`config.mk`:
```
export PLATFORM = sky130hd
export DESIGN_NAME = alu_muldiv
export DESIGN_NICKNAME = d
export VERILOG_FILES = /design/src/rtl/alu_pkg.sv /design/src/rtl/muldiv_seq.sv /design/src/rtl/alu_muldiv.sv
export SDC_FILE = /design/constraint.sdc
export NUM_CORES = 1
export LEC_CHECK = 0
export CORE_ASPECT_RATIO = 0.6
export CORE_UTILIZATION = 50
export DETAILED_ROUTE_END_ITERATION = 12
export MAX_ROUTING_LAYER = met4
export PLACE_DENSITY = 0.79
export SLEW_MARGIN = 5
export SYNTH_ARGS = -nofsm -noshare
export SYNTH_HDL_FRONTEND = slang
export SYNTH_SLANG_ARGS = --single-unit
export TNS_END_PERCENT = 20
```
`constraint.sdc`:
```
create_clock -name clk -period 8.75 [get_ports clk]
set_input_delay 2.625 -clock clk [delete_from_list [all_inputs] [get_ports clk]]
set_output_delay 2.625 -clock clk [all_outputs]
set_load 0.005 [all_outputs]
```
`src/rtl/alu_pkg.sv`:
```
// Shared definitions for the execute-stage ALU and its multiply/divide unit.
// Contents: operation codes (alu_op_e), mult/div sequencer states
// (muldiv_state_e) and the operation-select width.
package alu_pkg;

  localparam int ALU_CTRL_WIDTH = 4;

  typedef enum logic [ALU_CTRL_WIDTH-1:0] {
    OP_AND   = 4'b0000,
    OP_OR    = 4'b0001,
    OP_ADD   = 4'b0010,
    OP_XOR   = 4'b0011,
    OP_NOR   = 4'b0100,
    OP_SLTU  = 4'b0101,
    OP_SUB   = 4'b0110,
    OP_SLT   = 4'b0111,
    OP_MULT  = 4'b1000,
    OP_MULTU = 4'b1001,
    OP_DIV   = 4'b1010,
    OP_DIVU  = 4'b1011,
    OP_MFHI  = 4'b1100,
    OP_MFLO  = 4'b1101,
    OP_MTHI  = 4'b1110,
    OP_MTLO  = 4'b1111
  } alu_op_e;

  typedef enum logic [1:0] {
    IDLE   = 2'd0,
    RUN    = 2'd1,
    FINISH = 2'd2
  } muldiv_state_e;

endpackage

```
`src/rtl/muldiv_seq.sv`:
```
// Iterative multiply/divide sequencer with the architectural HI/LO registers.
//
// state  | meaning
// IDLE   | waiting; accepts mult/div launch or mthi/mtlo on start
// RUN    | one shift-add / shift-subtract step per cycle, then one
//        | cycle (cnt == DATA_WIDTH) that writes the corrected result
// FINISH | HI/LO hold the new result, done pulses, busy still high
//
// Ports:
//   clk, reset            - clock, asynchronous active-high reset
//   srca, srcb            - operands (dividend/multiplicand, divisor/multiplier)
//   alu_control, start    - operation select and one-cycle launch strobe
//   busy, done            - in-progress flag, one-cycle completion pulse
//   hi, lo                - architectural HI/LO registers
//
// Build option: ALU_DIV_EN builds the divider; without it div/divu
// launches are ignored.
module muldiv_seq
  import alu_pkg::*;
#(
  parameter int DATA_WIDTH = 32
) (
  input  logic                      clk,
  input  logic                      reset,
  input  logic [DATA_WIDTH-1:0]     srca,
  input  logic [DATA_WIDTH-1:0]     srcb,
  input  logic [ALU_CTRL_WIDTH-1:0] alu_control,
  input  logic                      start,
  output logic                      busy,
  output logic                      done,
  output logic [DATA_WIDTH-1:0]     hi,
  output logic [DATA_WIDTH-1:0]     lo
);

  localparam int W         = DATA_WIDTH;
  localparam int CNT_WIDTH = $clog2(DATA_WIDTH) + 1;
  localparam logic [CNT_WIDTH-1:0] LAST_CNT = CNT_WIDTH'(DATA_WIDTH);

  muldiv_state_e        state;
  logic [CNT_WIDTH-1:0] cnt;
  logic [W-1:0]         acc_hi;
  logic [W-1:0]         acc_lo;
  logic [W-1:0]         opb;
  logic                 neg_q;

  logic                 launch;
  logic                 signed_op;
  logic                 a_neg;
  logic                 b_neg;
  logic [W-1:0]         a_mag;
  logic [W-1:0]         b_mag;
  logic [W:0]           mul_sum;
  logic [2*W-1:0]       prod;
  logic [W-1:0]         step_hi;
  logic [W-1:0]         step_lo;
  logic [W-1:0]         fin_hi;
  logic [W-1:0]         fin_lo;

`ifdef ALU_DIV_EN
  logic                 launch_div;
  logic                 is_div;
  logic                 neg_r;
  logic                 dbz;
  logic [W:0]           div_shift;
  logic [W-1:0]         div_diff;
  logic [W-1:0]         quo;
  logic [W-1:0]         rem;
`endif

  always_comb begin
    launch    = 1'b0;
    signed_op = 1'b0;
`ifdef ALU_DIV_EN
    launch_div = 1'b0;
`endif
    case (alu_op_e'(alu_control))
      OP_MULT: begin
        launch    = 1'b1;
        signed_op = 1'b1;
      end
      OP_MULTU: launch = 1'b1;
`ifdef ALU_DIV_EN
      OP_DIV: begin
        launch     = 1'b1;
        launch_div = 1'b1;
        signed_op  = 1'b1;
      end
      OP_DIVU: begin
        launch     = 1'b1;
        launch_div = 1'b1;
      end
`endif
      default: ;
    endcase
  end

  // Both algorithms run on magnitudes; the most-negative value still fits
  // as an unsigned W-bit magnitude.
  always_comb begin
    a_neg = signed_op & srca[W-1];
    b_neg = signed_op & srcb[W-1];
    a_mag = a_neg ? (~srca + 1'b1) : srca;
    b_mag = b_neg ? (~srcb + 1'b1) : srcb;
  end

  always_comb begin
    // Shift-add multiply: acc_hi:acc_lo is the partial product with the
    // multiplier shifting out of the bottom of acc_lo.
    mul_sum = {1'b0, acc_hi} + (acc_lo[0] ? {1'b0, opb} : {(W+1){1'b0}});
    step_hi = mul_sum[W:1];
    step_lo = {mul_sum[0], acc_lo[W-1:1]};

    prod   = {acc_hi, acc_lo};
    if (neg_q) prod = ~prod + 1'b1;
    fin_hi = prod[2*W-1:W];
    fin_lo = prod[W-1:0];

`ifdef ALU_DIV_EN
    // Restoring divide: acc_hi is the partial remainder, acc_lo shifts the
    // dividend out of its top while quotient bits enter at the bottom.
    // A zero divisor always "subtracts", giving an all-ones quotient and
    // the dividend magnitude as remainder.
    div_shift = {acc_hi, acc_lo[W-1]};
    div_diff  = div_shift[W-1:0] - opb;
    quo       = neg_q ? (~acc_lo + 1'b1) : acc_lo;
    rem       = neg_r ? (~acc_hi + 1'b1) : acc_hi;
    if (is_div) begin
      if (div_shift >= {1'b0, opb}) begin
        step_hi = div_diff;
        step_lo = {acc_lo[W-2:0], 1'b1};
      end else begin
        step_hi = div_shift[W-1:0];
        step_lo = {acc_lo[W-2:0], 1'b0};
      end
      fin_hi = rem;
      fin_lo = dbz ? {W{1'b1}} : quo;
    end
`endif
  end

  always_ff @(posedge clk or posedge reset) begin
    if (reset) begin
      state  <= IDLE;
      cnt    <= '0;
      busy   <= 1'b0;
      done   <= 1'b0;
      hi     <= '0;
      lo     <= '0;
      acc_hi <= '0;
      acc_lo <= '0;
      opb    <= '0;
      neg_q  <= 1'b0;
`ifdef ALU_DIV_EN
      is_div <= 1'b0;
      neg_r  <= 1'b0;
      dbz    <= 1'b0;
`endif
    end else begin
      done <= 1'b0;
      case (state)
        IDLE: begin
          if (start) begin
            if (launch) begin
              state  <= RUN;
              busy   <= 1'b1;
              cnt    <= '0;
              acc_hi <= '0;
              acc_lo <= a_mag;
              opb    <= b_mag;
              neg_q  <= a_neg ^ b_neg;
`ifdef ALU_DIV_EN
              is_div <= launch_div;
              neg_r  <= a_neg;
              dbz    <= (srcb == '0);
`endif
            end else if (alu_op_e'(alu_control) == OP_MTHI) begin
              hi <= srca;
            end else if (alu_op_e'(alu_control) == OP_MTLO) begin
              lo <= srca;
            end
          end
        end
        RUN: begin
          if (cnt == LAST_CNT) begin
            hi    <= fin_hi;
            lo    <= fin_lo;
            done  <= 1'b1;
            state <= FINISH;
          end else begin
            acc_hi <= step_hi;
            acc_lo <= step_lo;
            cnt    <= cnt + 1'b1;
          end
        end
        FINISH: begin
          busy  <= 1'b0;
          state <= IDLE;
        end
        default: state <= IDLE;
      endcase
    end
  end

endmodule

```
`src/rtl/alu_muldiv.sv`:
```
// Execute-stage ALU: combinational add/sub/logic/compare plus mfhi/mflo,
// backed by an iterative multiply/divide unit (muldiv_seq) owning HI/LO.
//
// Ports:
//   clk, reset         - clock, asynchronous active-high reset
//   srca, srcb         - operands
//   alu_control        - operation select (alu_pkg::alu_op_e)
//   start              - launch mult/div or mthi/mtlo
//   alu_result, zero   - combinational result and result==0 flag
//   busy, done         - mult/div in progress, completion pulse
//   hi, lo             - HI/LO registers
//
// Build option: define ALU_DIV_EN to include the divider.
module alu_muldiv
  import alu_pkg::*;
#(
  parameter int DATA_WIDTH = 32
) (
  input  logic                      clk,
  input  logic                      reset,
  input  logic [DATA_WIDTH-1:0]     srca,
  input  logic [DATA_WIDTH-1:0]     srcb,
  input  logic [ALU_CTRL_WIDTH-1:0] alu_control,
  input  logic                      start,
  output logic [DATA_WIDTH-1:0]     alu_result,
  output logic                      zero,
  output logic                      busy,
  output logic                      done,
  output logic [DATA_WIDTH-1:0]     hi,
  output logic [DATA_WIDTH-1:0]     lo
);

  muldiv_seq #(
    .DATA_WIDTH (DATA_WIDTH)
  ) u_muldiv_seq (
    .clk         (clk),
    .reset       (reset),
    .srca        (srca),
    .srcb        (srcb),
    .alu_control (alu_control),
    .start       (start),
    .busy        (busy),
    .done        (done),
    .hi          (hi),
    .lo          (lo)
  );

  always_comb begin
    alu_result = '0;
    case (alu_op_e'(alu_control))
      OP_ADD:  alu_result = srca + srcb;
      OP_SUB:  alu_result = srca - srcb;
      OP_AND:  alu_result = srca & srcb;
      OP_OR:   alu_result = srca | srcb;
      OP_XOR:  alu_result = srca ^ srcb;
      OP_NOR:  alu_result = ~(srca | srcb);
      OP_SLT:  alu_result[0] = ($signed(srca) < $signed(srcb));
      OP_SLTU: alu_result[0] = (srca < srcb);
      // HI/LO reads see the architectural value, which only changes when
      // a mult/div completes, so reads while busy return the old result.
      OP_MFHI: alu_result = hi;
      OP_MFLO: alu_result = lo;
      default: alu_result = '0;
    endcase
  end

  assign zero = (alu_result == '0);

endmodule

```
-- Yosys cells after proc, flatten, opt, wreduce, memory -nomap -nowiden
Index checks and enable logic that the tools add are counted.
- input bits: 71
- output and inout bits: 99
- register bits: 171
- word-level logic and storage cells: 105
- eq/ne operators: 24
- multiplexer cells: 40
- add/subtract/negate cells: 7
- bitwise operators: 10
- $lt $le $gt $ge: 2
- reductions and logical operators: 12
- operators by type and width (cell ; number):
    $mux 32 ; 18
    $pmux 32 s2 ; 4
    $pmux 31 s8 ; 1
    $not 32->32 ; 3
    $add 32x1->32 const B ; 2
    $add 64x1->64 const B ; 1
    $lt 32x32->1 ; 2
    $mux 64 ; 1
    $not 64->64 ; 1
    $add 32x33->33 ; 1
    $add 32x32->32 ; 1
    $and 32x32->32 ; 1
    $logic_not 32->1 ; 1
    $or 32x32->32 ; 1
    $sub 32x32->32 ; 1
    $xor 32x32->32 ; 1
    $eq 4x4->1 const B ; 6
    $mux 6 ; 3
    $eq 4x3->1 const B ; 4
    $pmux 6 s2 ; 1
    $pmux 1 s10 ; 1
    $reduce_and 3->1 ; 3
    $eq 4x2->1 const B ; 2
    $ne 2x1->1 const B ; 4
    19 further kinds ; 31

-- Longest topological paths before layout
- depth in word-level cells: 7
- gate-level depth with buffers: 16
- depth with buffers taken out: 15

-- By module
A second synthesis with hierarchy kept.
- cell total of the unflattened synthesis: 2385
- area total of the unflattened synthesis: 17928.4 um2
- modules (own cells, without submodules) (module ; times used ; area each (um2) ; sequential area each (um2) ; cells each):
    muldiv_seq ; 1 ; 11865.1 ; 4279.1 ; 1458
    alu_muldiv ; 1 ; 6063.3 ; 0.0 ; 927

-- Worst setup path before layout
No wires, ideal clock.
- kind: input to output
- start: input srca[9]
- end: output zero
- path slack: -0.382 ns
- data arrival time: 6.507 ns
- data required time: 6.125 ns
- path buffers: 0
- cell stages on the path: 13
- cell sequence: inv_1 > ha_1 > or4_4 > or2_4 > or3_1 > o221ai_2 > o22a_1 > a22oi_2 > or4b_1 > or4_1 > or4_1 > or4_1 > nor4b_2
- elaborated cells on any way between the ends: 11
- classes of those cells: add/sub (2); order compare (2); mux (2); bitwise (4); reduce/logical (1)
- RTL lines (element ; line ; text):
    start: declaration ; alu_muldiv.sv:21 ; input logic [DATA_WIDTH-1:0] srca,
    $sub 32x32->32 / $add 32x32->32 (equally long branches) ; alu_muldiv.sv:52, alu_muldiv.sv:51 ;
    $pmux 31 s8 * ; alu_muldiv.sv:50 ; case (alu_op_e'(alu_control))
    named net alu_result[15] ; alu_muldiv.sv:25 ; output logic [DATA_WIDTH-1:0] alu_result,
    $logic_not 32->1 * ; alu_muldiv.sv:67 ; assign zero = (alu_result == '0);
    end: declaration ; alu_muldiv.sv:26 ; output logic zero,
The timed path passes the listed nets; every way through them passes the cells marked *.

-- Worst setup path in the final report
- start: input alu_control[2]
- end: output zero
- word-level cells in the longest chain between the ends: 3
- elaborated cells on any way between the ends: 13
- classes of those cells: eq/ne (9); mux (2); reduce/logical (2)
- RTL lines (element ; line ; text):
    start: declaration ; alu_muldiv.sv:23 ; input logic [ALU_CTRL_WIDTH-1:0] alu_control,
    $eq 4x4->1 (tied with other cells) ; alu_muldiv.sv:50 ;
    $pmux 1 s10 / $pmux 31 s8 (equally long branches) ; alu_muldiv.sv:50 ;
    $logic_not 32->1 * ; alu_muldiv.sv:67 ;
Mark *: on every way between the ends. The rest lies on a longest branch, timed or not.

==> impl_results.md <==
- Area of the multi-input gates: approximately 13,000 um2
- Simple logic cell fraction of the synthesized area: 22.3%
- Total gr overflow: 0
- Clock Tree Root: clkbuf_16
- Initial antenna violation count: 1
- Pwr Density: around 230 nW/um2
- Clock buffer depth: 2
- DR pass1 iterations: 7
- Slew at the pin closest to its max-slew limit: 1340 ps
- DR vias: 22,200
- Status: finished, violations left
- Crit path capture type: output pin
- Top_reg_cell synth: dfrtp_1
- F_max: 102 MHz
- GP Congestion: 1.08
- Peak supply drop: just under 0.3 mV
- Min Clock Period, post-route: 9820 ps
- FF/Latch Area: 4280 um2
- Fin crit share: 112%
- Slew headroom: 10.5%
- Hold_buf cts: 0
- Synth Area in Adders: 10.1%
- Number of CTS-inserted buffers: 17
- ANT nets after route: 0
- Core area: 34,300 um2
- CTS tree: yes
- Worst setup margin: -1070 ps
- Async S/R FF share, synth: 100%
- Post-synthesis mux area share: 1.19%
- # rows: 52
- CTS sink count: 171
- Die Span Y: 148 um
- Yosys reg bits: 171
- IO buf count: 169
- Final Hold Violating Endpoints: 0
- Initial DRC count: between 3,000 and 4,000
- Mapped Area: between 15,000 and 20,000 um2
- Fill count: 2,582
- Pre-CTS setup slack: -1910 ps
- Min-delay worst type: flop to flop
- Sequential area share after synthesis: between 20% and 30%
- Vias per cell: 6.54
- MaxCap Viol Count: 0
- Gate Count Post-Synth: 2,349
- # setup viols final: 9
- Startpoint types: input port
- Worst Path Max Fanout: 25
- First-pass GRT wire length: 125,000 um
- Fin. max-slew vios: 0
- Clock Pin Slew Worst Setup and Hold Paths: 80 ps
- Worst-skew pair later-pin latency: 460 ps
- Synthesized Nets: 2,561
- Synth warn: 0
- Post-route DRC: 0
- Compound-gate portion of the synthesized area: a little under 30%
- Power Total: 0.00584 W
- Setup TNS: -3200 ps
- DP HPWL: 65,900 um
- Xor/xnor share of the synthesized area: slightly below 7%
- Netlist cell types: 92
- Crit path DAT: ~7000 ps
- WS Path Type: input port to output pin
- Vias in the first global route: 21,200
- Mean post-synth cell area: 7.54 um2
- Main combinational cell family by area after synthesis: compound AO/OA/AOI/OAI gates
- Overall routing resource usage: 46.8%
- Ratio of cells with drive above 1 in the final layout: 26.1%
- Critical Path RT: approximately 6100 ps
- CTS H-tree lvls: 4
- Static leakage: 11.3 nW
- Number of flops mapped to enable cells by yosys: 0
- Area grow syn2layout: 41.4%
- Ports: between 150 and 200
- Core Util, Final: between 70% and 80%
- Detailed Route WL: approximately 84,000 um
- Largest net degree at the start of global routing: slightly above 100
- Fin Clk Skew: 11.8 ps
- Width of the die: between 200 and 250 um
- DR WL/cell: 24.7 um
- RSZ-0062 raised after global routing: yes
- Die area: about 36,000 um2
- Starting Density: 51.7%
- Placed insts: 3,324
- Finished Layout Cells: 3,394
- Final #Nets: 3,132
- Failing checks: setup timing
-- power by group --
group	internal (W)	switching, W
clock	0.000381	0.000387
sequential	0.00117	0.000594
combinational	0.00150	0.00181
-- metrics by stage --
step	cell area [um2]	hold WS, ps
detailed placement	23300	456
finish	25100	477
CTS	24500	474
floorplan	17800	438
global route	25100	497
global placement	23300	461
-- cells in the mapped netlist (31+ instances only) --
library cell,number,area [um2]
a211oi_1,31,233
a21o_1,50,375
a21oi_1,145,726
and2_1,43,269
clkbuf_1,110,413
dfrtp_1,171,4280
ha_1,138,1730
inv_1,126,473
nand2_1,254,953
nand3_1,54,270
nor2_1,253,950
nor3_1,32,160
o21ai_0,195,976
o31ai_1,93,698
xnor2_1,117,1020
-- cells by family after synthesis --
logic type	Yosys count
buffers and inverters	265
and+or+nand+nor	832
adders and majority gates	141
muxes	19
DFF	171
xor gates and xnor gates	140
AOI/OAI and AO/OA	781
-- repair_timing --
item / CTS / global route
gates cloned: 0 / 0
resized for setup: 170 / 129
pin swaps: 37 / 40
endpoints found under the setup margin: 20 / 20
buffers inserted: 16 / 22
-- sequential cells by signal (all words and copies together) (netlist names) --
signal               cells
u_muldiv_seq.neg_q       1
u_muldiv_seq.acc_lo     32
u_muldiv_seq.cnt         6
u_muldiv_seq.done        1
u_muldiv_seq.opb        32
u_muldiv_seq.state       2
u_muldiv_seq.acc_hi     32
u_muldiv_seq.hi         32
u_muldiv_seq.lo         32
u_muldiv_seq.busy        1
-- layout make-up --
| type | instances | share of cell area [%] |
|---|---|---|
| multi-input cells | 1913 | 53.3 |
| repair buffers | 689 | 23.0 |
| flip-flops and latches | 171 | 17.1 |
| well taps | 459 | 2.29 |
| inverters | 128 | 1.99 |
| clock buffers | 17 | 1.70 |
| clock inverters | 15 | 0.589 |
| diodes | 2 | 0.0200 |
-- cell usage in the layout, fill, tap and decap left out, types with 14 or more instances in the layout --
cell type and count:
a211oi_1 24, a21o_1 48, a21oi_1 137, a221oi_1 16, a22oi_1 29, a31oi_1 23
and2_1 42, buf_4 492, buf_6 28, clkbuf_16 17, clkdlybuf4s50_1 127, dfrtp_1 170
dlymetal6s2s_1 15, ha_1 114, ha_4 17, inv_1 98, inv_2 23, nand2_1 253
nand2b_1 26, nand3_1 53, nand4_1 14, nor2_1 251, nor2b_1 16, nor3_1 24
nor4_1 18, o211ai_1 21, o21ai_0 185, o31ai_1 90, o41ai_1 20, or3_1 25
or4_1 16, xnor2_1 117, xor2_1 23
-- critical path: stages --
cell and delay [ps]:
clkdlybuf4s50_1 500, buf_12 180, nor2_1 170, nand3_1 360
o2111ai_1 190, o2bb2a_2 330, o2111ai_2 130, nor4_2 350
or4b_4 520, or4_4 570, or4_1 410, or4_4 440
nor4b_2 250, buf_2 150
-- metal layers --
metal,up-vias,part of all wire [%],global-route usage [%]
met5,-,0,-
met4,0,4.9,18.5
met3,304,14,13.0
met2,1635,41,65.6
met1,10600,41,63.4
li1,9683,-,-
-- worst paths after layout --
| path | from | endpoint | slack, ps | cells past startpoint |
|---|---|---|---|---|
| worst max-delay path | alu_control[2] | zero | -1070 | 14 |
| worst min-delay path | u_muldiv_seq.opb[31] | u_muldiv_seq.opb[31] | 480 | 2 |
| worst max register to register | u_muldiv_seq.acc_lo[0] | u_muldiv_seq.hi[28] | 3720 | 11 |
| worst min register to register | u_muldiv_seq.opb[31] | u_muldiv_seq.opb[31] | 480 | 2 |
| max in group asynchronous | reset | u_muldiv_seq.acc_lo[18] | 4460 | 3 |
| min in group asynchronous | reset | u_muldiv_seq.acc_hi[30] | 2730 | 2 |
Power figures use the tool's default switching activity.
